<file path="src/rtl/rv_decode_stage.sv">
// rtl/rv_decode_stage.sv - RV32I (+optional M) decode stage with two-entry skid buffer
//
// Ports:
//   clk, reset        : clock, synchronous active-high reset
//   flush             : drop every held instruction and the one offered this cycle
//   in_valid/in_ready : fetch-side handshake; in_inst, in_pc carry the instruction
//   out_valid/out_ready : execute-side handshake
//   out_pc, instr_type, illegal, imm, rs1/rs2/rd, rs1e/rs2e/rde,
//   mem_size, mem_unsigned : registered decoded fields of the head instruction
module rv_decode_stage #(
  parameter int XLEN      = 32,
  parameter int REG_WIDTH = 5,
  parameter bit ENABLE_M  = 1'b1
) (
  input  logic                 clk,
  input  logic                 reset,
  input  logic                 flush,
  input  logic                 in_valid,
  output logic                 in_ready,
  input  logic [31:0]          in_inst,
  input  logic [XLEN-1:0]      in_pc,
  output logic                 out_valid,
  input  logic                 out_ready,
  output logic [XLEN-1:0]      out_pc,
  output logic [5:0]           instr_type,
  output logic                 illegal,
  output logic [XLEN-1:0]      imm,
  output logic [REG_WIDTH-1:0] rs1,
  output logic [REG_WIDTH-1:0] rs2,
  output logic [REG_WIDTH-1:0] rd,
  output logic                 rs1e,
  output logic                 rs2e,
  output logic                 rde,
  output logic [1:0]           mem_size,
  output logic                 mem_unsigned
);

  localparam logic [5:0] CODE_ILLEGAL = 6'd63;

  localparam logic [6:0] OPC_LUI    = 7'b0110111;
  localparam logic [6:0] OPC_AUIPC  = 7'b0010111;
  localparam logic [6:0] OPC_JAL    = 7'b1101111;
  localparam logic [6:0] OPC_JALR   = 7'b1100111;
  localparam logic [6:0] OPC_BRANCH = 7'b1100011;
  localparam logic [6:0] OPC_LOAD   = 7'b0000011;
  localparam logic [6:0] OPC_STORE  = 7'b0100011;
  localparam logic [6:0] OPC_OPIMM  = 7'b0010011;
  localparam logic [6:0] OPC_OP     = 7'b0110011;
  localparam logic [6:0] OPC_FENCE  = 7'b0001111;
  localparam logic [6:0] OPC_SYSTEM = 7'b1110011;

  localparam logic [6:0] F7_BASE = 7'b0000000;
  localparam logic [6:0] F7_ALT  = 7'b0100000;
  localparam logic [6:0] F7_MUL  = 7'b0000001;

  // Instruction format: selects the immediate layout and the field-use bits.
  typedef enum logic [2:0] {
    FMT_N, FMT_R, FMT_I, FMT_S, FMT_B, FMT_U, FMT_J
  } fmt_t;

  typedef enum logic [1:0] {
    EMPTY, ONE, FULL
  } state_t;

  // Both buffer slots hold fully decoded instructions.
  typedef struct packed {
    logic [XLEN-1:0]      pc;
    logic [5:0]           itype;
    logic                 illegal;
    logic [XLEN-1:0]      imm;
    logic [REG_WIDTH-1:0] rs1;
    logic [REG_WIDTH-1:0] rs2;
    logic [REG_WIDTH-1:0] rd;
    logic                 rs1e;
    logic                 rs2e;
    logic                 rde;
    logic [1:0]           mem_size;
    logic                 mem_unsigned;
  } dec_t;

  dec_t   in_dec;
  dec_t   out_q;
  dec_t   skid_q;
  state_t state;
  logic   out_valid_q;
  logic   in_ready_q;

  logic [6:0]  opcode;
  logic [2:0]  funct3;
  logic [6:0]  funct7;
  logic [5:0]  itype;
  fmt_t        fmt;
  logic [31:0] imm32;

  assign opcode = in_inst[6:0];
  assign funct3 = in_inst[14:12];
  assign funct7 = in_inst[31:25];

  // Opcode/funct classification. itype stays CODE_ILLEGAL unless a legal
  // encoding is recognised; fmt is only meaningful for legal encodings.
  always_comb begin
    itype = CODE_ILLEGAL;
    fmt   = FMT_N;
    case (opcode)
      OPC_LUI: begin
        itype = 6'd6;
        fmt   = FMT_U;
      end
      OPC_AUIPC: begin
        itype = 6'd7;
        fmt   = FMT_U;
      end
      OPC_JAL: begin
        itype = 6'd8;
        fmt   = FMT_J;
      end
      OPC_JALR: begin
        fmt = FMT_I;
        if (funct3 == 3'd0) itype = 6'd9;
      end
      OPC_BRANCH: begin
        fmt = FMT_B;
        // funct3 0,1 -> 10,11 and 4..7 -> 12..15; 2 and 3 are undefined.
        if (funct3 == 3'd0 || funct3 == 3'd1) itype = 6'd10 + {3'b000, funct3};
        else if (funct3[2])                   itype = 6'd8 + {3'b000, funct3};
      end
      OPC_OPIMM: begin
        fmt = FMT_I;
        case (funct3)
          3'd0: itype = 6'd16;
          3'd2: itype = 6'd17;
          3'd3: itype = 6'd18;
          3'd4: itype = 6'd19;
          3'd6: itype = 6'd20;
          3'd7: itype = 6'd21;
          3'd1: if (funct7 == F7_BASE) itype = 6'd22;
          3'd5: begin
            if (funct7 == F7_BASE)     itype = 6'd23;
            else if (funct7 == F7_ALT) itype = 6'd24;
          end
          default: itype = CODE_ILLEGAL;
        endcase
      end
      OPC_OP: begin
        fmt = FMT_R;
        if (funct7 == F7_BASE) begin
          case (funct3)
            3'd0: itype = 6'd25;
            3'd1: itype = 6'd27;
            3'd2: itype = 6'd28;
            3'd3: itype = 6'd29;
            3'd4: itype = 6'd30;
            3'd5: itype = 6'd31;
            3'd6: itype = 6'd33;
            3'd7: itype = 6'd34;
            default: itype = CODE_ILLEGAL;
          endcase
        end else if (funct7 == F7_ALT) begin
          if (funct3 == 3'd0)      itype = 6'd26;
          else if (funct3 == 3'd5) itype = 6'd32;
        end else if (funct7 == F7_MUL && ENABLE_M) begin
          itype = 6'd40 + {3'b000, funct3};
        end
      end
      OPC_LOAD: begin
        fmt = FMT_I;
        if (funct3 != 3'd3 && funct3 != 3'd6 && funct3 != 3'd7) itype = 6'd35;
      end
      OPC_STORE: begin
        fmt = FMT_S;
        if (funct3 < 3'd3) itype = 6'd36;
      end
      OPC_FENCE: begin
        if (funct3 == 3'd0) itype = 6'd37;
      end
      OPC_SYSTEM: begin
        if (in_inst == 32'h0000_0073)      itype = 6'd38;
        else if (in_inst == 32'h0010_0073) itype = 6'd39;
      end
      default: itype = CODE_ILLEGAL;
    endcase
    if (itype == CODE_ILLEGAL) fmt = FMT_N;
  end

  // 32-bit immediate; widened to XLEN below by replicating bit 31.
  always_comb begin
    imm32 = 32'd0;
    case (fmt)
      FMT_I: imm32 = {{20{in_inst[31]}}, in_inst[31:20]};
      FMT_S: imm32 = {{20{in_inst[31]}}, in_inst[31:25], in_inst[11:7]};
      FMT_B: imm32 = {{19{in_inst[31]}}, in_inst[31], in_inst[7],
                      in_inst[30:25], in_inst[11:8], 1'b0};
      FMT_U: imm32 = {in_inst[31:12], 12'd0};
      FMT_J: imm32 = {{11{in_inst[31]}}, in_inst[31], in_inst[19:12],
                      in_inst[20], in_inst[30:21], 1'b0};
      default: imm32 = 32'd0;
    endcase
  end

  always_comb begin
    in_dec              = '0;
    in_dec.pc           = in_pc;
    in_dec.itype        = itype;
    in_dec.illegal      = (itype == CODE_ILLEGAL);
    in_dec.imm          = {{(XLEN-31){imm32[31]}}, imm32[30:0]};
    in_dec.rs1          = REG_WIDTH'(in_inst[19:15]);
    in_dec.rs2          = REG_WIDTH'(in_inst[24:20]);
    in_dec.rd           = REG_WIDTH'(in_inst[11:7]);
    in_dec.rs1e         = (fmt == FMT_R) || (fmt == FMT_I) || (fmt == FMT_S) || (fmt == FMT_B);
    in_dec.rs2e         = (fmt == FMT_R) || (fmt == FMT_S) || (fmt == FMT_B);
    in_dec.rde          = ((fmt == FMT_R) || (fmt == FMT_I) || (fmt == FMT_U) || (fmt == FMT_J))
                          && (in_inst[11:7] != 5'd0);
    in_dec.mem_size     = (itype == 6'd35 || itype == 6'd36) ? funct3[1:0] : 2'd0;
    in_dec.mem_unsigned = (itype == 6'd35) ? funct3[2] : 1'b0;
  end

  logic accept;
  logic consume;

  assign accept  = in_valid && in_ready_q;
  assign consume = out_valid_q && out_ready;

  // Buffer control. in_ready is a flop cleared exactly when SKID fills, so
  // out_ready never reaches in_ready combinationally; an accept can therefore
  // never coincide with a valid SKID.
  always_ff @(posedge clk) begin
    if (reset) begin
      state       <= EMPTY;
      out_valid_q <= 1'b0;
      in_ready_q  <= 1'b1;
      out_q       <= '0;
      skid_q      <= '0;
    end else if (flush) begin
      state       <= EMPTY;
      out_valid_q <= 1'b0;
      in_ready_q  <= 1'b1;
    end else begin
      case (state)
        EMPTY: begin
          if (accept) begin
            out_q       <= in_dec;
            out_valid_q <= 1'b1;
            state       <= ONE;
          end
        end
        ONE: begin
          if (consume && accept) begin
            out_q <= in_dec;
          end else if (consume) begin
            out_valid_q <= 1'b0;
            state       <= EMPTY;
          end else if (accept) begin
            skid_q     <= in_dec;
            in_ready_q <= 1'b0;
            state      <= FULL;
          end
        end
        FULL: begin
          if (consume) begin
            out_q      <= skid_q;
            in_ready_q <= 1'b1;
            state      <= ONE;
          end
        end
        default: begin
          state       <= EMPTY;
          out_valid_q <= 1'b0;
          in_ready_q  <= 1'b1;
        end
      endcase
    end
  end

  assign in_ready     = in_ready_q;
  assign out_valid    = out_valid_q;
  assign out_pc       = out_q.pc;
  assign instr_type   = out_q.itype;
  assign illegal      = out_q.illegal;
  assign imm          = out_q.imm;
  assign rs1          = out_q.rs1;
  assign rs2          = out_q.rs2;
  assign rd           = out_q.rd;
  assign rs1e         = out_q.rs1e;
  assign rs2e         = out_q.rs2e;
  assign rde          = out_q.rde;
  assign mem_size     = out_q.mem_size;
  assign mem_unsigned = out_q.mem_unsigned;

endmodule

</file>
<file path="config.mk">
export PLATFORM = sky130hd
export DESIGN_NAME = rv_decode_stage
export DESIGN_NICKNAME = d
export VERILOG_FILES = /design/src/rtl/rv_decode_stage.sv
export SDC_FILE = /design/constraint.sdc
export NUM_CORES = 1
export LEC_CHECK = 0
export ABC_AREA = 1
export CAP_MARGIN = 20
export CORE_MARGIN = 10
export CORE_UTILIZATION = 25
export CTS_CLUSTER_SIZE = 10
export DETAILED_ROUTE_END_ITERATION = 10
export SYNTH_ARGS = -nofsm -noshare
export SYNTH_HDL_FRONTEND = slang
export SYNTH_SLANG_ARGS = --single-unit
export TNS_END_PERCENT = 20
</file>
<file path="constraint.sdc">
create_clock -name clk -period 3.3 [get_ports clk]
set_input_delay 0.33 -clock clk [delete_from_list [all_inputs] [get_ports clk]]
set_output_delay 0.33 -clock clk [all_outputs]
set_load 0.03 [all_outputs]
</file>
==> flow_summary.ini <==
[logic_synthesis]
syn-cell-area_um2 = 8930
synthesis.nets = 1381
synthTopCellsByArea = dfxtp_1 (42%), nand2_1 (13%), o21ai_0 (8.3%)
yosysMostFrequentCell = nand2_1
synth_top_area_share_pct = 42.1
synth-edff-count = 0
ys_seq_area_share_pct = 42.1
yosys.area.top_type = dfxtp_1
asyncSetResetFlopFracSynth_pct = 0
ys.flop_type = dfxtp_1
postSynthCellCount = 1302
syn_area_per_cell_um2 = 6.86
synth_seq_cells = 188
yosys_warnings = 0
synth_cell_types = 33
synthTopCellsByCount = nand2_1 (310), nor2_1 (192), dfxtp_1 (188)

[routing]
drt-total-wl_um = 31500
drt_iter0_drc = 702
vias_per_cell = 4.70
wl_per_cell_um = 16.1
via_count = 9212
detail_route.first_pass.iterations = 5
drc = 0
ant_nets = 0

[layout]
ff_latch_area_um2 = 3760
post-route-cell-area_um2 = 12200
area_growth_pct = 36.7
fill_cells = 3783
final_cells = 1962
fin_nets = 1567
multi_input_area_um2 = 4590
drive_above_1_share_pct = 13.9

[global_route]
grt_max_degree = 135
grt_pass1_vias = 8757
antenna_found_initial = 1
grt_pass1_wl_um = 49400
overflow = 0
grtUsageTotal_pct = 14.0

[placed_design]
dpl-instance-area_um2 = 11500
portBuffers = 162
dpl.hpwl_um = 21900
gp_congestion = 0.872
place_inst = 1930

[timing]
max_freq_mhz = 328
fin_skew_ps = 18.6
finalSetupTns_ps = 0
tightest_slew_ps = 1070
period_share_pct = 92.5
period_minus_slack_ps = 3050
finalMaxSlewViolations = 0
maxSlewHeadroom_pct = 28.4
setup_viol = 0
hold_violations = 0

[floorplanning]
row_count = 69
dieArea_um2 = 43700
die_w_um = 209
ios = 163
initial_utilization_pct = 25.2
die_h_um = 209
core_area_um2 = 35400

[setup_path]
crit_required_ps = 3600
crit_chain = clkdlybuf4s50_1 -> inv_1 -> ha_2 -> nand2_1 -> inv_1 -> o21ai_1 -> nand2_1 -> o21ai_0 -> nand3_1 -> nor2_2 -> nor2_2 -> a31oi_2 -> inv_1 -> ha_1 -> nand2_1 -> inv_1 -> buf_4 -> nand3_4 -> nand3_1 -> nor2_2 -> nand2_1 -> nand2_1 -> a21oi_1
path_buf_inv = 6
slowest_delay_ps = 480
crit_fanout = 9
end_kind = flop
cp_slowest_cell = clkdlybuf4s50_1
start_kind = input port
path_common_cell = nand2_1
cp_top_family = simple AND/OR/NAND/NOR gates
worstSetupPathType = input port to flop
worstPathArrival_ps = 3350

[power]
vdd_drop_max_mv = 0.357
p_leak_nw = 5.34
power_density_nw_per_um2 = 445
totalPowerFinal_mw = 5.44

[run_status]
status = completed

[cts]
clkSinkCount = 188
clock_path_buffers = 2
cts.clk_slew.worst_paths_ps = 70
clockRootBuffer = clkbuf_16
htree_levels = 4
cts_buffers = 17
clock_latency_ps = 450
ctsHoldBuffers = 0
cts_tree = done

[hold_path]
hold_class = input port to flop

[flow_run]
maxCapViolations = 0
## state kept, by name, summed over array words and instances, names as in the netlist
register	flops
rde	1
imm	32
rd	5
illegal	1
instr_type	6
mem_unsigned	1
out_valid	1
in_ready	1
rs2e	1
mem_size	2
rs1	5
rs2	5
rs1e	1
skid_q	92
out_pc	32
state	2
## placed cells by master, fill, tap and decap left out, drive strengths merged, types with 2 or more instances in the layout
master,synthesis,final
a21oi,101,101
a31oi,52,52
and3,2,2
buf,10,90
bufinv,0,3
clkbuf,74,18
clkdlybuf4s50,0,160
clkinv,1,6
dfxtp,188,188
ha,10,10
inv,85,89
nand2,317,317
nand3,70,70
nand3b,3,3
nand4,7,7
nor2,203,203
nor3,4,4
o211ai,20,20
o21ai,152,152
## cell families (layout without fill, tap and decap cells)
logic type                 Yosys count  count (layout)  share of synthesized area (%)
and+or+nand+nor                    606             606                           28.9
DFF                                188             188                           42.1
other                                0               1                              0
buffers and inverters              170             368                           7.49
AOI/OAI and AO/OA                  328             328                           20.1
adders and majority gates           10              10                           1.40
## metal layers
metal / wire [µm] / GRT usage, % / vias to the layer above
met5: 0 / 0 / -
met4: 399 / 4.39 / 0
met3: 2090 / 4.13 / 26
met2: 14600 / 22.2 / 254
met1: 14400 / 17.9 / 4269
li1: - / - / 4663
## power by group
part / total [mW] / switching, mW / internal [mW] / leakage [nW]
Sequential: 2.41 / 0.0500 / 2.36 / 1.53
Combinational: 0.872 / 0.520 / 0.353 / 3.52
Clock: 2.15 / 0.955 / 1.20 / 0.291
## tightest hold or removal path, delay by kind of cell
family          cells  cell delay, ps
buf+inv             2             330
simple gates        1             100
compound gates      1              70
## timing repair
item                                   CTS  global route
setup endpoints to repair                0            54
gates resized for setup                  0            23
setup buffers                            0             0
endpoints found under the hold margin    0             0
## per-stage QoR
stage | hold slack, ps | setup slack (ps) | utilization, %
floorplan | 446 | 412 | -
global placement | 454 | -270 | 32.6
detailed placement | 455 | -315 | 32.6
CTS | 460 | 179 | 34.3
global route | 458 | -0.743 | 34.5
finish | 448 | 248 | 34.5
## area by class of cell
type | instances | area share (%)
multi-input cells | 944 | 37.6
flip-flops and latches | 188 | 30.8
repair buffers | 251 | 19.3
well taps | 461 | 4.72
clock buffers | 18 | 3.52
inverters | 86 | 2.67
clock inverters | 13 | 1.35
diodes | 1 | 0.0205
## final timing paths
check                            startpoint           to  slack [ps]  cells past startpoint
worst max-delay path            in_inst[13]      imm[14]         250                     23
worst min register to register      imm[10]      imm[10]         470                      2
worst min-delay path            in_inst[12]    skid_q[1]         450                      4
worst max register to register     state[0]  mem_size[1]        1190                      9
No activity file was read; power rests on OpenSTA's default activity.
